--- src/rtl/code_lock_fsm_if.sv ---
// Button/LED bundle for the combination lock.
// master drives the debounced press pulses; slave (the lock) drives status.
interface code_lock_fsm_if;
    logic [3:0] btn;
    logic       unlocked;
    logic       alarm;
    logic [2:0] digits_entered;
    logic [1:0] fail_count;
    logic [1:0] state;

    modport master (
        output btn,
        input  unlocked, alarm, digits_entered, fail_count, state
    );

    modport slave (
        input  btn,
        output unlocked, alarm, digits_entered, fail_count, state
    );
endinterface

--- src/rtl/code_lock_fsm.sv ---
// 4-digit combination lock driven by one-pulse button presses.
// Presses arrive from a slow debounce domain, so each button bit is
// synchronized and rising-edge detected before the FSM sees it.
module code_lock_fsm #(
    parameter logic [7:0]  CODE           = 8'h1B,
    parameter int unsigned TIMEOUT_CYCLES = 500000000,
    parameter int unsigned UNLOCK_CYCLES  = 300000000,
    parameter int unsigned LOCKOUT_CYCLES = 1000000000,
    parameter int unsigned MAX_FAIL       = 3
) (
    input  logic           clk_in,
    input  logic           rst,
    code_lock_fsm_if.slave bus
);

    localparam logic [1:0] S_IDLE     = 2'd0;
    localparam logic [1:0] S_ENTRY    = 2'd1;
    localparam logic [1:0] S_UNLOCKED = 2'd2;
    localparam logic [1:0] S_LOCKOUT  = 2'd3;

    localparam int unsigned MAX_AB  = (TIMEOUT_CYCLES > UNLOCK_CYCLES) ? TIMEOUT_CYCLES : UNLOCK_CYCLES;
    localparam int unsigned MAX_CYC = (MAX_AB > LOCKOUT_CYCLES) ? MAX_AB : LOCKOUT_CYCLES;
    localparam int          TW      = $clog2(MAX_CYC) + 1;

    localparam logic [TW-1:0] TO_LAST   = TW'(TIMEOUT_CYCLES - 1);
    localparam logic [TW-1:0] UNL_LAST  = TW'(UNLOCK_CYCLES - 1);
    localparam logic [TW-1:0] LOCK_LAST = TW'(LOCKOUT_CYCLES - 1);

    logic [3:0]    sync1, sync2, dly, ev;
    logic [1:0]    state_q;
    logic [1:0]    de_q;
    logic [1:0]    fc_q;
    logic          mis_q;
    logic [TW-1:0] timer_q;

    logic          press, multi, hit;
    logic [1:0]    digit, exp_digit;
    logic [2:0]    fc_inc;
    logic [7:0]    code_v;

    // 2-FF synchronizer, delay stage and registered one-cycle rise event per button
    always_ff @(posedge clk_in or posedge rst) begin
        if (rst) begin
            sync1 <= '0;
            sync2 <= '0;
            dly   <= '0;
            ev    <= '0;
        end else begin
            sync1 <= bus.btn;
            sync2 <= sync1;
            dly   <= sync2;
            ev    <= sync2 & ~dly;
        end
    end

    // Decode the press: digit index, multi-button flag, and match against the expected digit
    always_comb begin
        digit = 2'd0;
        for (int j = 0; j < 4; j++)
            if (ev[j]) digit = 2'(j);
        code_v    = CODE;
        press     = |ev;
        multi     = |(ev & (ev - 4'd1));
        exp_digit = code_v[{de_q, 1'b0} +: 2];
        hit       = press & ~multi & (digit == exp_digit);
        fc_inc    = {1'b0, fc_q} + 3'd1;
    end

    // Lock state machine; one shared timer restarts on every state entry and accepted digit
    always_ff @(posedge clk_in or posedge rst) begin
        if (rst) begin
            state_q <= S_IDLE;
            de_q    <= '0;
            fc_q    <= '0;
            mis_q   <= 1'b0;
            timer_q <= '0;
        end else begin
            timer_q <= timer_q + TW'(1);
            case (state_q)
                S_IDLE: begin
                    timer_q <= '0;
                    if (press) begin
                        state_q <= S_ENTRY;
                        de_q    <= 2'd1;
                        mis_q   <= ~hit;
                    end
                end
                S_ENTRY: begin
                    if (press) begin
                        // a press beats a coincident timeout
                        timer_q <= '0;
                        if (de_q == 2'd3) begin
                            de_q <= '0;
                            if (!(mis_q | ~hit)) begin
                                state_q <= S_UNLOCKED;
                                fc_q    <= '0;
                            end else if (fc_inc >= 3'(MAX_FAIL)) begin
                                state_q <= S_LOCKOUT;
                                fc_q    <= 2'(MAX_FAIL);
                            end else begin
                                state_q <= S_IDLE;
                                fc_q    <= fc_inc[1:0];
                            end
                        end else begin
                            de_q  <= de_q + 2'd1;
                            mis_q <= mis_q | ~hit;
                        end
                    end else if (timer_q == TO_LAST) begin
                        // abandoned attempt: not counted as a failure
                        state_q <= S_IDLE;
                        de_q    <= '0;
                        timer_q <= '0;
                    end
                end
                S_UNLOCKED: begin
                    // any press relocks and is otherwise discarded
                    if (press || timer_q == UNL_LAST) begin
                        state_q <= S_IDLE;
                        timer_q <= '0;
                    end
                end
                default: begin
                    if (timer_q == LOCK_LAST) begin
                        state_q <= S_IDLE;
                        fc_q    <= '0;
                        timer_q <= '0;
                    end
                end
            endcase
        end
    end

    assign bus.state          = state_q;
    assign bus.unlocked       = (state_q == S_UNLOCKED);
    assign bus.alarm          = (state_q == S_LOCKOUT);
    assign bus.digits_entered = {1'b0, de_q};
    assign bus.fail_count     = fc_q;

endmodule

--- src/flat_wrapper.sv ---
// flat-port wrapper written by rule: the top's interface ports become plain ports
module code_lock_fsm_flat 
#(
    parameter logic [7:0]  CODE           = 8'h1B,
    parameter int unsigned TIMEOUT_CYCLES = 500000000,
    parameter int unsigned UNLOCK_CYCLES  = 300000000,
    parameter int unsigned LOCKOUT_CYCLES = 1000000000,
    parameter int unsigned MAX_FAIL       = 3
)
  (clk_in, rst, bus_btn, bus_unlocked, bus_alarm, bus_digits_entered, bus_fail_count, bus_state);
  code_lock_fsm_if bus_i ();
  input  logic clk_in;
  input  logic rst;
  input wire logic [$bits(bus_i.btn)-1:0] bus_btn;
  output wire logic [$bits(bus_i.unlocked)-1:0] bus_unlocked;
  output wire logic [$bits(bus_i.alarm)-1:0] bus_alarm;
  output wire logic [$bits(bus_i.digits_entered)-1:0] bus_digits_entered;
  output wire logic [$bits(bus_i.fail_count)-1:0] bus_fail_count;
  output wire logic [$bits(bus_i.state)-1:0] bus_state;
  assign bus_i.btn = bus_btn;
  assign bus_unlocked = bus_i.unlocked;
  assign bus_alarm = bus_i.alarm;
  assign bus_digits_entered = bus_i.digits_entered;
  assign bus_fail_count = bus_i.fail_count;
  assign bus_state = bus_i.state;
  code_lock_fsm #(.CODE(CODE), .TIMEOUT_CYCLES(TIMEOUT_CYCLES), .UNLOCK_CYCLES(UNLOCK_CYCLES), .LOCKOUT_CYCLES(LOCKOUT_CYCLES), .MAX_FAIL(MAX_FAIL)) u_core (.clk_in(clk_in), .rst(rst), .bus(bus_i));
endmodule
--- config.mk ---
export PLATFORM = sky130hd
export DESIGN_NAME = code_lock_fsm_flat
export DESIGN_NICKNAME = d
export VERILOG_FILES = /design/src/rtl/code_lock_fsm_if.sv /design/src/rtl/code_lock_fsm.sv /design/src/flat_wrapper.sv
export SDC_FILE = /design/constraint.sdc
export NUM_CORES = 1
export LEC_CHECK = 0
export BUFFER_PORTS_ARGS = -buffer_cell sky130_fd_sc_hd__clkbuf_2
export CORE_ASPECT_RATIO = 1.1
export CORE_MARGIN = 3
export CORE_UTILIZATION = 52
export DETAILED_ROUTE_END_ITERATION = 8
export PLACE_DENSITY_LB_ADDON = 0.25
export SETUP_SLACK_MARGIN = 0.2
export SLEW_MARGIN = 10
export SYNTH_ARGS = -nofsm -noshare
export SYNTH_HDL_FRONTEND = slang
export SYNTH_SLANG_ARGS = --single-unit
--- constraint.sdc ---
create_clock -name clk_in -period 3 [get_ports clk_in]
set_input_delay 0.3 -clock clk_in [delete_from_list [all_inputs] [get_ports clk_in]]
set_output_delay 0.3 -clock clk_in [all_outputs]
set_load 0.02 [all_outputs]
==> impl_results.md <==
* Starting Density at 56.1%
* Worst Setup End Kind: flip-flop
* Hold Path Class: in -> async
* Die area at 6090 sq um
* CTS Root Cell: clkbuf_8
* Number of buffers created by CTS at 5
* Layout cell share with drive strength beyond 1 at 13.2%
* Sequential share of the synthesized area at 50.0%
* Ports at 15
* Syn Area/Cell at 10.2 sq um
* Vias in the first global route at 1972
* Number of post-CTS setup repair buffers at 0
* Reg-to-Reg Start: u_core.timer_q[10]$_DFF_PP0_
* Hold Fails Final Rpt at 0
* R2R depth at 6
* Worst setup SP type: flip-flop
* Yosys top cell area share at 50.0%
* GRT Residual Overflow at 0
* DP Area at 2830 sq um
* Number of fill cells at 415
* Iter 0 DRT Violations at 124
* Via Count at 2050
* RSZ-0062 raised after global routing: false
* Ys async rst share at 100%
* Max Cap Violations at 0
* Final-report setup violation count at 0
* Clk pin slew, worst setup/hold paths at 100 ps
* TritonCTS Sinks at 54
* Port bufs at 13
* Largest net degree at the start of global routing at 35
* Crit path DAT at 2830 ps
* Clock latency on the worst-skew pair at 310 ps
* Final Critical Period at 2640 ps
* YS warnings at 0
* ANT nets after route at 0
* DR WL/cell at 15.7 microns
* R2r endpoint: u_core.timer_q[1]$_DFF_PP0_
* Placed Cells at 329
* Design Area, Final at 2940 sq um
* Maximum VDD drop at 272 uV
* Synthesized Nets at 276
* Die X at 74.7 microns
* Commonest non-fill, non-tap cell in the layout: dfrtp_1
* Rel. slew slack at 39.2%
* EDFF count, synth at 0
* Final Max Slew Viols at 0
* Cell Count, Final, Fillers Out at 336
* CP peak stage delay at 570 ps
* Setup_tns at 0 ps
* Most frequent cells in the layout: 54 x dfrtp_1, 30 x a21oi_1, 19 x nand4_1
* CTS H-Tree Depth at 2
* First-pass GRT wire length at 9190 microns
* Fin crit share at 88.0%
* Status: completed
* Worst path cell trace: or4b_1 -> or3_1 -> or4_4 -> a22oi_4 -> buf_12 -> a21boi_0
* Clk_skew at 7.09 ps
* Yosys reg bits at 54
* Cell taking the most area after synthesis: dfrtp_1
* Gr usage total at 19.5%
* Via density at 6.10
* Final cell utilization of the core at 61.1%
* Initial antenna violation count at 0
* Cell row count at 26
* Core area at 4810 sq um
* Worst Path Max Fanout at 23
* DPL Wire Length at 3740 microns
* Slowest cell on crit path: or4b_1
* Diodes inserted at 0
* Distinct cells, synth at 44
* Top cells by area, synth: dfrtp_1 50%, xor2_1 5.8%, a21oi_1 5.6%, nand4_1 4.4%, nand3_1 3.3%
* Synth Instances at 266
* First drt pass iteration count at 4
* Synth Flop Type: dfrtp_1
* Total power at 1840 uW
* Syn Std Cell Area at 2700 sq um
* Final nets at 290
* TritonCTS clock tree: built
* Flop2flop setup slack at 360 ps
* Critical Path RT at 3190 ps
* # DRC at 0
* Highest Clock Rate at 379 MHz
* Detailed Route WL at 5280 microns
* Maximum clock insertion buffer count at 2
* LEAKAGE at 0.00121 uW
* Chip Height at 81.6 microns
* Worst setup path class: reg -> reg
* Worst Max-Slew Pin Slew at 904 ps
* Gp weighted congestion at 0.819
* Pwr/cell area at 626 nW/um^2
* Area Overhead vs Synth at 8.99%
-- cell families after synthesis --
logic type      after synthesis  synth area share [%]
buf+inv                      21                  3.89
flops                        54                  50.0
xor+xnor                     27                  8.76
fa+ha+maj                     4                  1.85
compound gates               50                  11.3
other cells                   1                 0.139
simple gates                108                  23.6
mux                           1                 0.417
-- stage by stage --
step | worst slack (ps) | hold slack [ps]
floorplan | 649 | 331
global placement | 421 | 333
detailed placement | 397 | 340
CTS | 373 | 85.8
global route | 253 | 76.2
finish | 360 | 66.0
-- synthesized netlist by cell type, types with 6 or more instances --
library cell and n:
xor2_1 18, dfrtp_1 54, nor3_1 6, nand2_1 11, xnor2_1 9, a21oi_1 30
and3_1 7, nand3_1 18, nor2_1 8, nand4_1 19, inv_1 7, clkbuf_1 10
nor4_1 8, nor2b_1 6
-- worst max-delay path: cells and delay by family (launching register included) --
| family | cells | cell delay [ps] |
|---|---|---|
| compound gates | 2 | 380 |
| buf+inv | 1 | 210 |
| flops | 1 | 470 |
| simple gates | 3 | 1450 |
-- power by group --
| part | switching [uW] | total (uW) | internal [uW] | leakage (uW) |
|---|---|---|---|---|
| registers | 91.7 | 888 | 797 | 0.000702 |
| logic | 289 | 476 | 186 | 0.000454 |
| clock network | 232 | 478 | 246 | 0.0000542 |
| total | 613 | 1840 | 1230 | 0.00121 |
-- layer usage --
metal / routed length [microns] / track usage (%) / vias to the layer above
li1: - / - / 994
met1: 2520 / 27.2 / 1013
met2: 2520 / 30.4 / 36
met3: 167 / 4.04 / 7
met4: 77 / 6.05 / 0
met5: 0 / 0 / -
-- final cells by class --
type | instances | area [sq um] | share of cell area [%]
sequential | 54 | 1350 | 45.9
multi-input combinational | 191 | 1250 | 42.5
timing repair buffer | 21 | 138 | 4.68
tap | 56 | 70.1 | 2.38
clock buffer | 5 | 68.8 | 2.34
clock inverter | 2 | 38.8 | 1.32
inverter | 7 | 26.3 | 0.893
-- worst max-delay path by stage --
stage	from	end	slack [ps]	cells after the start
4_1_cts	u_core.timer_q[10]$_DFF_PP0_	u_core.timer_q[1]$_DFF_PP0_	370	6
3_5_place_dp	u_core.timer_q[10]$_DFF_PP0_	u_core.timer_q[1]$_DFF_PP0_	400	6
3_3_place_gp	u_core.timer_q[10]$_DFF_PP0_	u_core.timer_q[1]$_DFF_PP0_	420	6
5_1_grt	u_core.timer_q[10]$_DFF_PP0_	u_core.timer_q[1]$_DFF_PP0_	250	6
6_report	u_core.timer_q[10]$_DFF_PP0_	u_core.timer_q[1]$_DFF_PP0_	360	6
2_1_floorplan	u_core.timer_q[10]$_DFF_PP0_	u_core.timer_q[30]$_DFF_PP0_	650	6
-- flip-flops by register name, summed over array words and instances, names as in the netlist --
name,cells
u_core.bus.state,2
u_core.sync2,4
u_core.dly,4
u_core.mis_q,1
u_core.ev,4
u_core.de_q,2
u_core.timer_q,31
u_core.sync1,4
u_core.bus.fail_count,2
-- repair_timing --
item | 4_1_cts | 5_1_grt
hold endpoints to repair | 0 | 0
hold buffers | 0 | 0
setup endpoints to repair | 0 | 1
resized for setup | 0 | 1
Power figures use the tool's default switching activity.
